**src/rtl/counter_2req_scheduler_pkg.sv**
```systemverilog
// Shared constants and helpers for the two-requester counter scheduler.
package counter_2req_scheduler_pkg;

  // FSM state encodings (2-bit, legacy-compatible constants)
  localparam logic [1:0] ST_IDLE = 2'd0;
  localparam logic [1:0] ST_RUN  = 2'd1;
  localparam logic [1:0] ST_DONE = 2'd2;

  // Channel indices
  localparam int CH0 = 0;
  localparam int CH1 = 1;

  // Round-robin pick: a lone requester wins; on contention the channel
  // that did not win last time (ptr) takes the grant.
  function automatic logic pick_winner(input logic [1:0] req, input logic ptr);
    if (req[CH0] && req[CH1]) return ~ptr;
    else if (req[CH0])        return 1'b0;
    else                      return 1'b1;
  endfunction

  // One-hot vector for a channel index.
  function automatic logic [1:0] chan_onehot(input logic ch);
    return ch ? 2'b10 : 2'b01;
  endfunction

endpackage

```
**src/rtl/counter_2req_scheduler_core.sv**
```systemverilog
// Shared up-counter datapath: clear has priority over count enable.
module counter_core #(
  parameter int WIDTH = 4
) (
  input  logic             clk,
  input  logic             rst,
  input  logic             clr,
  input  logic             en,
  output logic [WIDTH-1:0] q
);

  // Counter register: reset/clear to zero, otherwise step when enabled
  always_ff @(posedge clk) begin
    if (rst || clr) q <= '0;
    else if (en)    q <= q + WIDTH'(1);
  end

endmodule

```
**src/rtl/counter_2req_scheduler.sv**
```systemverilog
// Round-robin scheduler sharing one up-counter between two requesters.
// A granted job clears the counter, steps it len times, then pulses done.
module counter_2req_scheduler
  import counter_2req_scheduler_pkg::*;
#(
  parameter int WIDTH = 4
) (
  input  logic             clk,
  input  logic             rst,
  input  logic [1:0]       req,
  input  logic [WIDTH-1:0] len0,
  input  logic [WIDTH-1:0] len1,
  output logic [1:0]       gnt,
  output logic             busy,
  output logic [WIDTH-1:0] q,
  output logic [1:0]       done
);

  logic [1:0]       state;
  logic [WIDTH-1:0] rem;
  logic             ptr;     // last winner, which is also the channel being served
  logic             win;
  logic             start;
  logic             step;

  // Arbitration and counter control decoded from current state
  always_comb begin
    win   = pick_winner(req, ptr);
    start = (state == ST_IDLE) && (req != 2'b00);
    step  = (state == ST_RUN) && req[ptr] && (rem != '0);
  end

  counter_core #(.WIDTH(WIDTH)) u_core (
    .clk (clk),
    .rst (rst),
    .clr (start),
    .en  (step),
    .q   (q)
  );

  // Scheduler FSM with grant, done, busy and remaining-count registers
  always_ff @(posedge clk) begin
    if (rst) begin
      state <= ST_IDLE;
      rem   <= '0;
      ptr   <= 1'b1;
      gnt   <= 2'b00;
      done  <= 2'b00;
      busy  <= 1'b0;
    end else begin
      case (state)
        ST_IDLE: begin
          if (start) begin
            rem   <= win ? len1 : len0;
            ptr   <= win;
            gnt   <= chan_onehot(win);
            busy  <= 1'b1;
            state <= ST_RUN;
          end
        end
        ST_RUN: begin
          if (!req[ptr]) begin
            // Requester withdrew: abandon the job silently, counter holds
            gnt   <= 2'b00;
            busy  <= 1'b0;
            state <= ST_IDLE;
          end else if (rem == '0) begin
            gnt   <= 2'b00;
            done  <= chan_onehot(ptr);
            state <= ST_DONE;
          end else begin
            rem <= rem - WIDTH'(1);
          end
        end
        ST_DONE: begin
          done  <= 2'b00;
          busy  <= 1'b0;
          state <= ST_IDLE;
        end
        default: begin
          gnt   <= 2'b00;
          done  <= 2'b00;
          busy  <= 1'b0;
          state <= ST_IDLE;
        end
      endcase
    end
  end

endmodule

```
**config.mk**
```make
export PLATFORM = sky130hd
export DESIGN_NAME = counter_2req_scheduler
export DESIGN_NICKNAME = d
export VERILOG_FILES = /design/src/rtl/counter_2req_scheduler_pkg.sv /design/src/rtl/counter_2req_scheduler_core.sv /design/src/rtl/counter_2req_scheduler.sv
export SDC_FILE = /design/constraint.sdc
export NUM_CORES = 1
export LEC_CHECK = 0
export BUFFER_PORTS_ARGS = -buffer_cell sky130_fd_sc_hd__buf_2
export CORE_MARGIN = 2
export CORE_UTILIZATION = 58
export CTS_BUF_LIST = sky130_fd_sc_hd__clkbuf_8
export DETAILED_ROUTE_END_ITERATION = 8
export GPL_TIMING_DRIVEN = 0
export HOLD_SLACK_MARGIN = 0.02
export PLACE_DENSITY = 0.9
export SYNTH_ARGS = -nofsm -noshare
export SYNTH_HDL_FRONTEND = slang
export SYNTH_SLANG_ARGS = --single-unit
export TNS_END_PERCENT = 50
```
**constraint.sdc**
```tcl
create_clock -name clk -period 2.4 [get_ports clk]
set_input_delay 0.24 -clock clk [delete_from_list [all_inputs] [get_ports clk]]
set_output_delay 0.24 -clock clk [all_outputs]
set_load 0.01 [all_outputs]
```
* Yosys cells after proc, flatten, opt, wreduce, memory -nomap -nowiden
Index checks and enable logic that the tools add are counted. W data, S select, Z words.
Storage, ports and cells: bits in registers 16, logic and storage cells 62, ROM bits 0, input port bits 12, output and inout bits 9, memories kept 0, RAM bits 0, bits in latches 0
Operators by class: eq/ne operators 8, divide/modulo/power cells 0, magnitude comparators 1, bitwise logic cells 3, add/subtract/negate cells 2, multiplexer cells 25, reductions and logical operators 16, shifts and indexed selects 0, multipliers 0
Operator list (count):
- $mux W2 | 10
- $mux W4 | 4
- $pmux W2 S2 | 2
- $pmux W4 S2 | 1
- $mux W1 | 6
- $ne A2 B1 Y1 const B | 3
- $pmux W2 S3 | 1
- $reduce_and A2 Y1 | 3
- $reduce_and A3 Y1 | 2
- $add A4 B1 Y4 const B | 1
- $logic_and A1 B1 Y1 | 4
- $logic_not A4 Y1 | 1
- $ne A2 B2 Y1 const B | 2
- $reduce_and A4 Y1 | 1
- $reduce_bool A2 Y1 | 2
- $reduce_bool A4 Y1 | 1
- $sub A4 B1 Y4 const B | 1
- $ne A3 B2 Y1 const B | 1
- $not A1 Y1 | 3
- $eq A2 B1 Y1 const B | 1
- $eq A2 B2 Y1 const B | 1
- $logic_not A2 Y1 | 1
- $lt A1 B2 Y1 const B | 1
- $pmux W1 S2 | 1
- $logic_or A1 B1 Y1 | 1

* Longest topological paths before layout
Gate-level depths: netlist (run 1).
depth in word-level cells 5, gate-level depth with buffers 6, mapped depth without buffers 6

* Modules after synthesis
A second synthesis (run 1) with hierarchy kept.
Unflattened totals: cells, all modules 102, area total of the unflattened synthesis 889.6 sq um
Modules (own cells, without submodules):
- counter_2req_scheduler | cells an instance 85, times used 1, area an instance 711.9 sq um
- counter_core | cells an instance 17, times used 1, area an instance 177.7 sq um

* Least setup slack after synthesis (run 1)
No wires, ideal clock.
kind reg-to-reg, start point register rem[0], end point register rem[2], slack 821 ps, data required time 2283 ps, cell stages (with the launch flop) 7, period minus slack after synthesis 1579 ps, path buffers 0, arrival time 1462 ps, cell sequence dfxtp_1 > inv_1 > ha_1 > nor3b_4 > o32ai_4 > o21ai_0 > a32o_1
Between the ends: longest elaborated chain between the ends 4
Ends and longest elaborated chain:
- start: declaration | RTL line counter_2req_scheduler.sv:20 | logic [WIDTH-1:0] rem;
- start signal: assignment | RTL line counter_2req_scheduler.sv:54 | rem <= win ? len1 : len0;
- start signal: assignment | RTL line counter_2req_scheduler.sv:72 | rem <= rem - WIDTH'(1);
- $sub A4 B1 Y4 | RTL line counter_2req_scheduler.sv:72
- $mux W4 | RTL line counter_2req_scheduler.sv:67 | end else if (rem == '0) begin
- $mux W4 | RTL line counter_2req_scheduler.sv:62 | if (!req[ptr]) begin
- $pmux W4 S2 | RTL line counter_2req_scheduler.sv:51 | case (state)
Several ways; a longest one is shown, not always the timed one. The select of a mux whose other input is x is not followed. A chain may end at the register's enable or synchronous reset.

* Worst setup path in the final report (run 1)
Ends and elaborated chain as after synthesis.

==> summary.md, run 1 <==
| Metric | Value |
|---|---|
| Status | finished clean |
| Endpoints failing setup | 0 |
| Tot GR Track Use | 0.221 |
| Syn Nets | 107 |
| Final instance area | 0.00106 mm^2 |
| Top cells by area, synth | dfxtp_1, mux2i_1, nor3_2 |
| CTS tree | done |
| Final Skew | between 3 and 4 ps |
| Vias per cell | 6.03 |
| Worst slew pin tran | 543 ps |
| Distinct cells, synth | 45 |
| FF-to-FF Start | rem[0] |
| Origin of the worst min-delay path | rst |
| Hold endpoint | u_core.q[2] |
| Crit path launch type | flip-flop |
| Post-Place Cell Area | 0.00101 mm^2 |
| Routed len/inst | 14.2 um |
| Seq/Total Area, Yosys | 0.362 |
| Min-Delay Path Class | in -> reg |
| Synthesized instance count | 93 |
| Largest net degree at the start of global routing | 11 |
| R2R cell count | 6 |
| Flop and latch count out of synthesis | 16 |
| Lkg Pwr | between 0.4 and 0.5 nW |
| RePlAce Congestion | 0.792 |
| Share of cells above drive strength 1 | 0.325 |
| F_max | between 500 and 600 MHz |
| Largest family of logic cells by synthesized area | simple AND/OR/NAND/NOR gates |
| First-pass GRT wire length | between 3000 and 4000 um |
| 1st-iter DRT viols | 30 |
| Crit. End Element | flip-flop |
| Skew-Pair Late Insertion Delay | 250 ps |
| Pwr Density | just over 700 mW/mm^2 |
| Xor/xnor cell area share of the yosys netlist | 0.0297 |
| Total congestion overflow | 0 |
| Minimum clock period | 1740 ps |
| Post-synthesis mux area share | 0.0621 |
| Die height | around 43 um |
| Yosys warns | 0 |
| Die extent in x | 43.1 um |
| Ant. Diodes | 0 |
| Fillers | 117 |
| Critical path class | reg -> reg |
| M1 GR Usage | 0.285 |
| Clock sinks | 16 |
| Setup TNS | 0 ps |
| Nets | 132 |
| Rows | 14 |
| CTS Root Cell | clkbuf_8 |
| Die ar. | 0.00186 mm^2 |
| Initial antenna violation count | 0 |
| Fin. max-slew vios | 0 |
| IO Count | 21 |
| Reg-to-reg endpoint | rem[2] |
| Met3 GRT Util | 0.0128 |
| CTS buffer count | 3 |
| Post-DP HPWL | 1370 um |
| Adder-cell area share of the yosys netlist | 0.0282 |
| Synth-to-Final Area Change | 19.8% |
| Vias | 802 |
| Reg2Reg Setup Slack | 660 ps |
| Post-Route WL | ~1900 um |
| Worst-path clk slew | 60 ps |
| Hold slack | 264 ps |
| Simple-Gate Fraction of Synth Area | 0.268 |
| Area share of the largest cell type after synthesis | 0.362 |
| Slew HR | 0.638 |
| Postcts setup bufs | 0 |
| Max Root-Sink Buffers | 2 |
| CTS resizes | 0 |
| Commonest non-fill, non-tap cell in the layout | buf_2 |
| Crit path max fanout | 6 |
| ANT nets after route | 0 |
| RSZ-0062 raised after global routing | false |
| Critical Path RT | 2550 ps |
| GR Layer Usage met2 | 0.358 |
| Max IR drop VDD | 497 uV |
| Drc violations | 0 |
| Busiest grt layer | met2 |
| Vias in the first global route | 704 |
| Cell taking the most area after synthesis | dfxtp_1 |
| Avg Synthesized Cell Area | 9.53 um^2 |
| Port Buffer Count | 20 |
| Synth Cell Area | 886 um^2 |
| Initial Util | 0.602 |
| CORE AREA | 0.00147 mm^2 |
| DRT Pass-1 Iters | 4 |
| Hold Path Stages | 2 |
| Hold Buf Count CTS | 0 |
| Post-layout util | 0.721 |
| H-tree levels | 1 |
| Period utilization | 0.727 |
| Compound-Gate Fraction of Synth Area | 0.210 |
| Max Cap Viol | 0 |
| WP data arrival | 1890 ps |
| Commonest cells after routing, fill and taps aside | buf_2, dfxtp_1, nand2_1, nor3_1 |
| Final Hold Fails | 0 |
## flip-flops by register name, summed over array words and instances (netlist names)
register  flops
busy          1
done          2
gnt           2
ptr           1
rem           4
state         2
u_core.q      4
## cells in the mapped netlist
cell type  instances
dfxtp_1           16
nand2_1            5
nor3_1             5
and3_1             4
inv_1              4
a21oi_1            3
mux2i_1            3
nand2b_1           3
nand3_1            3
nor2_1             3
nor3_2             3
a211o_1            2
a21boi_0           2
clkbuf_1           2
ha_1               2
nor2b_1            2
o21ai_0            2
xnor2_1            2
a2111oi_0          1
a211oi_1           1
a22oi_1            1
a31o_1             1
a32o_1             1
a32oi_1            1
and2b_4            1
and4_2             1
buf_2              1
buf_4              1
mux2_2             1
mux2i_2            1
nand3b_1           1
nand4_1            1
nor2_2             1
nor3b_4            1
nor4_1             1
o211ai_1           1
o21ba_2            1
o21bai_1           1
o311ai_1           1
o31ai_1            1
o32ai_1            1
o32ai_4            1
or3b_2             1
or4_1              1
xor2_1             1
## worst max-delay path by stage
stage,depth (start not counted),slack [ps],from,end
after floorplan,6,820,rem[0],rem[2]
after global routing,6,550,rem[0],rem[2]
after global placement,6,700,rem[0],rem[2]
after CTS,6,660,rem[0],rem[2]
after detailed placement,6,670,rem[0],rem[2]
final,6,660,rem[0],rem[2]
## power breakdown
group | total, mW | switching [mW] | internal, mW
clock | 0.242 | 0.0958 | 0.146
sequential | 0.317 | 0.0262 | 0.290
combinational | 0.203 | 0.109 | 0.0936
## per-layer routing
metal | wire (um) | vias up
met2 | 857 | 40
li1 | - | 395
met1 | 859 | 361
met5 | 0 | -
met4 | 55 | 0
met3 | 123 | 6
## final cells by class
| type | count | area, um^2 | area share |
|---|---|---|---|
| multi-input combinational | 69 | 531 | 0.500 |
| sequential | 16 | 320 | 0.302 |
| timing repair buffer | 20 | 100 | 0.0943 |
| clock buffer | 4 | 55.1 | 0.0519 |
| buffer | 4 | 20.0 | 0.0189 |
| tap | 16 | 20.0 | 0.0189 |
| inverter | 4 | 15.0 | 0.0142 |
## kinds of logic (layout without fill, tap and decap cells)
kind of cell	count (synthesis)	in the layout
fa+ha+maj	2	2
flops	16	16
mux	5	5
xor+xnor	3	3
compound gates	22	22
simple gates	37	37
buf+inv	8	32
## per-stage QoR
stage	cells	worst slack (ps)	power (mW)
detailed placement	129	669	0.521
global route	133	552	0.797
floorplan	93	821	0.470
CTS	133	660	0.763
finish	133	656	0.761
global placement	129	699	0.514
## worst max-delay path, stage by stage, from the launching register on
cell	delay (ps)
dfxtp_1	390
inv_1	60
ha_1	230
nor3b_4	190
o32ai_4	400
o21ai_0	150
a32o_1	220
(Power assumes the default switching activity.)
==> inputs of run 2 (changes only) <==
--- a/config.mk
+++ b/config.mk
@@ -5,14 +5,15 @@
 export SDC_FILE = /design/constraint.sdc
 export NUM_CORES = 1
 export LEC_CHECK = 0
+export ABC_AREA = 1
 export BUFFER_PORTS_ARGS = -buffer_cell sky130_fd_sc_hd__buf_2
 export CORE_MARGIN = 2
-export CORE_UTILIZATION = 58
+export CORE_UTILIZATION = 49
 export CTS_BUF_LIST = sky130_fd_sc_hd__clkbuf_8
 export DETAILED_ROUTE_END_ITERATION = 8
 export GPL_TIMING_DRIVEN = 0
 export HOLD_SLACK_MARGIN = 0.02
-export PLACE_DENSITY = 0.9
+export PLACE_DENSITY = 0.82
 export SYNTH_ARGS = -nofsm -noshare
 export SYNTH_HDL_FRONTEND = slang
 export SYNTH_SLANG_ARGS = --single-unit
==> constraint.sdc (replaced) <==
create_clock -name clk -period 1.6 [get_ports clk]
set_input_delay 0.16 -clock clk [delete_from_list [all_inputs] [get_ports clk]]
set_output_delay 0.16 -clock clk [all_outputs]
set_load 0.01 [all_outputs]
==> run 2 against run 1 <==
  * Die area is 18% higher
  * Design area is 2.0% higher
  * Sequential cell count stayed put
  * Register-to-register slack worse by 430 ps
  * Sequential share of layout area is 0.59 points lower
  * Sequential power is 42% higher
  * Combinational power is 32% higher
  * Count of clock-buffer cells in the layout stayed put
  * Cell count is 32% higher
==> summary.md, run 2 <==
| Metric | Value |
|---|---|
| Post-Place Cell Area | 0.00103 mm^2 (+2.1%) |
| Layout Cells excl Fill | 175 (+32%) |
| CORE AREA | 0.00173 mm^2 (+17%) |
| CTS resizes | 0 (unchanged) |
| FF-to-FF Start | rem[0] |
| Top FF cell, synth | dfxtp_1 |
| R2R cell count | 8 (+2) |
| Ant. Diodes | 0 (unchanged) |
| Area share of the largest cell type after synthesis | 0.358 (-0.00404) |
| Setup TNS | 0 ps (unchanged) |
| RePlAce Congestion | 0.867 (+9.5%) |
| Distinct cells, synth | 24 (-47%) |
| Skew-Pair Late Insertion Delay | 240 ps (about the same) |
| Max Cap Viol | 0 (unchanged) |
| Total congestion overflow | 0 (unchanged) |
| Syn Nets | 140 (+31%) |
| Routed len/inst | 10.5 um (-26%) |
| Commonest non-fill, non-tap cell in the layout | nand2_1 |
| DRT Pass-1 Iters | 4 (unchanged) |
| Die height | 46.8 um (+8.5%) |
| CP max stage delay | 330 ps (-70 ps) |
| Crit-path leading delay family | simple AND/OR/NAND/NOR gates |
| Tot GR Track Use | 0.206 (-0.0144) |
| Largest net degree at the start of global routing | 11 (unchanged) |
| Clock sinks | 16 (unchanged) |
| Cell taking the most area after synthesis | dfxtp_1 |
| Worst-path clk slew | 60 ps (about the same) |
| Crit. End Element | flip-flop |
| Minimum clock period | 1370 ps (-371 ps) |
| Die ar. | 0.00219 mm^2 (+18%) |
| Pwr Density | 985 mW/mm^2 (+37%) |
| Crit path max fanout | 8 (+2) |
| Crit path launch type | flip-flop |
| Fin. max-slew vios | 0 (unchanged) |
| Nets | 165 (+25%) |
| Hold Buf Count CTS | 0 (unchanged) |
| Die extent in x | 46.8 um (+8.5%) |
| Port Buffer Count | 20 (unchanged) |
| CTS tree | done |
| Synthesized instance count | 126 (+35%) |
| H-tree levels | 1 (unchanged) |
| Worst path bufs/invs | 1 (unchanged) |
| Most frequent cell on the critical path | nor2_1 |
| Hold endpoint | u_core.q[2] |
| CP cell instances | inv_1 -> ha_1 -> nand3_1 -> nand3_4 -> nand2_4 -> o21ai_2 -> nor2_1 -> nor2_1 |
| Critical path class | reg -> reg |
| Flop and latch count out of synthesis | 16 (unchanged) |
| Reg-to-reg endpoint | rem[1] |
| First-pass GRT wire length | 3150 um (+2.5%) |
| Share of cells above drive strength 1 | 0.300 (-0.0248) |
| Post-synth top cells | nand2_1, nand3_1, dfxtp_1, inv_1 |
| Top-count cell post-synth | nand2_1 |
| FFs w/ async S/R, synth | 0 (unchanged) |
| Top cells by area, synth | dfxtp_1, nand2_1, nand3_1 |
| Regs by FF count | rem x4, u_core.q x4 |
| F_max | 728 MHz (+27%) |
| Hold Path Stages | 4 (+2) |
| WP data arrival | 1510 ps (-380 ps) |
| Commonest cells after routing, fill and taps aside | nand2_1, buf_2, nand3_1 |
| Yosys warns | 0 (unchanged) |
| Final instance area | 0.00108 mm^2 (+2.0%) |
| Vias in the first global route | 809 (+15%) |
| Initial antenna violation count | 0 (unchanged) |
| Vias | 873 (+8.9%) |
| Post-layout util | 0.627 (-0.0943) |
| Worst slew pin tran | 502 ps (-40.6 ps) |
| RSZ-0062 raised after global routing | false |
| CP max-delay cell | dfxtp_1 |
| Final Hold Fails | 0 (unchanged) |
| Post-synth EDFFs | 0 (unchanged) |
| Reg2Reg Setup Slack | 230 ps (-430 ps) |
| Fillers | 171 (+46%) |
| Avg Synthesized Cell Area | 7.11 um^2 (-25%) |
| Max IR drop VDD | 598 uV (+20%) |
| Endpoints failing setup | 0 (unchanged) |
| Max Root-Sink Buffers | 2 (unchanged) |
| Power, Total | 1.07 mW (+40%) |
| Slew HR | 0.665 (+0.0271) |
| Post-Route WL | 1840 um (-3.1%) |
| Origin of the worst min-delay path | rst |
| Min-Delay Path Class | in -> reg |
| Initial Util | 0.519 (-0.0832) |
| Vias per cell | 4.99 (-17%) |
| 1st-iter DRT viols | 30 (unchanged) |
| Post-DP HPWL | 1480 um (+7.9%) |
| CTS buffer count | 3 (unchanged) |
| Hold slack | 185 ps (-79.1 ps) |
| Placed Instances | 171 (+33%) |
| Status | finished clean |
| Postcts setup bufs | 0 (unchanged) |
| ANT nets after route | 0 (unchanged) |
| CTS Root Cell | clkbuf_8 |
| Period utilization | 0.858 (+0.131) |
| Synth Cell Area | 896 um^2 (+1.1%) |
| Setup ws final | 227 ps (-429 ps) |
| IO Count | 21 (unchanged) |
| Lkg Pwr | 0.530 nW (+17%) |
| Synth-to-Final Area Change | 20.8% |
| Critical Path RT | 1740 ps (-810 ps) |
| Dpl ws | 233 ps (-436 ps) |
| Final Skew | 2.84 ps (-0.285 ps) |
| Drc violations | 0 (unchanged) |
| Rows | 15 (+1) |
| Seq/Total Area, Yosys | 0.358 (-0.00404) |
[run 2: changes by cell type in the layout (fill, tap and decap cells not counted), moves of 5 or more]
cell	delta
nor2_1	+6
a21oi_1	+6
inv_1	+12
nand3_1	+14
nand2_1	+24
inv_2	+5
[run 2: worst max path at each step]
stage	startpoint	to	slack, ps	cells past startpoint
after global placement	rem[0]	rem[1]	260	8
after global routing	rem[0]	rem[1]	100	8
after detailed placement	rem[0]	rem[1]	230	8
after floorplan	rem[0]	rem[1]	350	8
after CTS	rem[0]	rem[1]	230	8
final	rem[0]	rem[1]	230	8
[run 2: routing by layer]
layer | up-vias | wire [um] | track usage
li1 | 451 | - | -
met1 | 383 | 825 | 0.256
met2 | 34 | 835 | 0.329
met3 | 5 | 132 | 0.0462
met4 | 0 | 43 | 0.117
met5 | - | 0 | 0
[run 2: cell type report]
class                   instances  area [um^2]  area share
clock buffers                   4         55.1      0.0509
multi-input cells              88          493       0.455
flip-flops and latches         16          320       0.296
repair buffers                 20          100      0.0925
plain buffers                   1         3.75     0.00347
well taps                      25         31.3      0.0289
inverters                      21         78.8      0.0728
[run 2: logic make-up after synthesis]
group                    synth area share
flip-flops                          0.358
AND/OR/NAND/NOR                     0.390
adder cells (fa/ha/maj)            0.0279
buffers and inverters              0.0922
AO/OA/AOI/OAI                       0.123
XOR/XNOR                          0.00978
[run 2: report_power, final]
group | switching, mW | internal [mW] | total (mW)
Clock | 0.131 | 0.218 | 0.348
Combinational | 0.170 | 0.0975 | 0.268
Sequential | 0.0218 | 0.428 | 0.450
[run 2: worst reg2reg max path, cell delays in order, from the launching register on]
cell and delay, ps:
dfxtp_1 330, inv_1 70, ha_1 230, nand3_1 150, nand3_4 170, nand2_4 140, o21ai_2 60, nor2_1 80
nor2_1 40
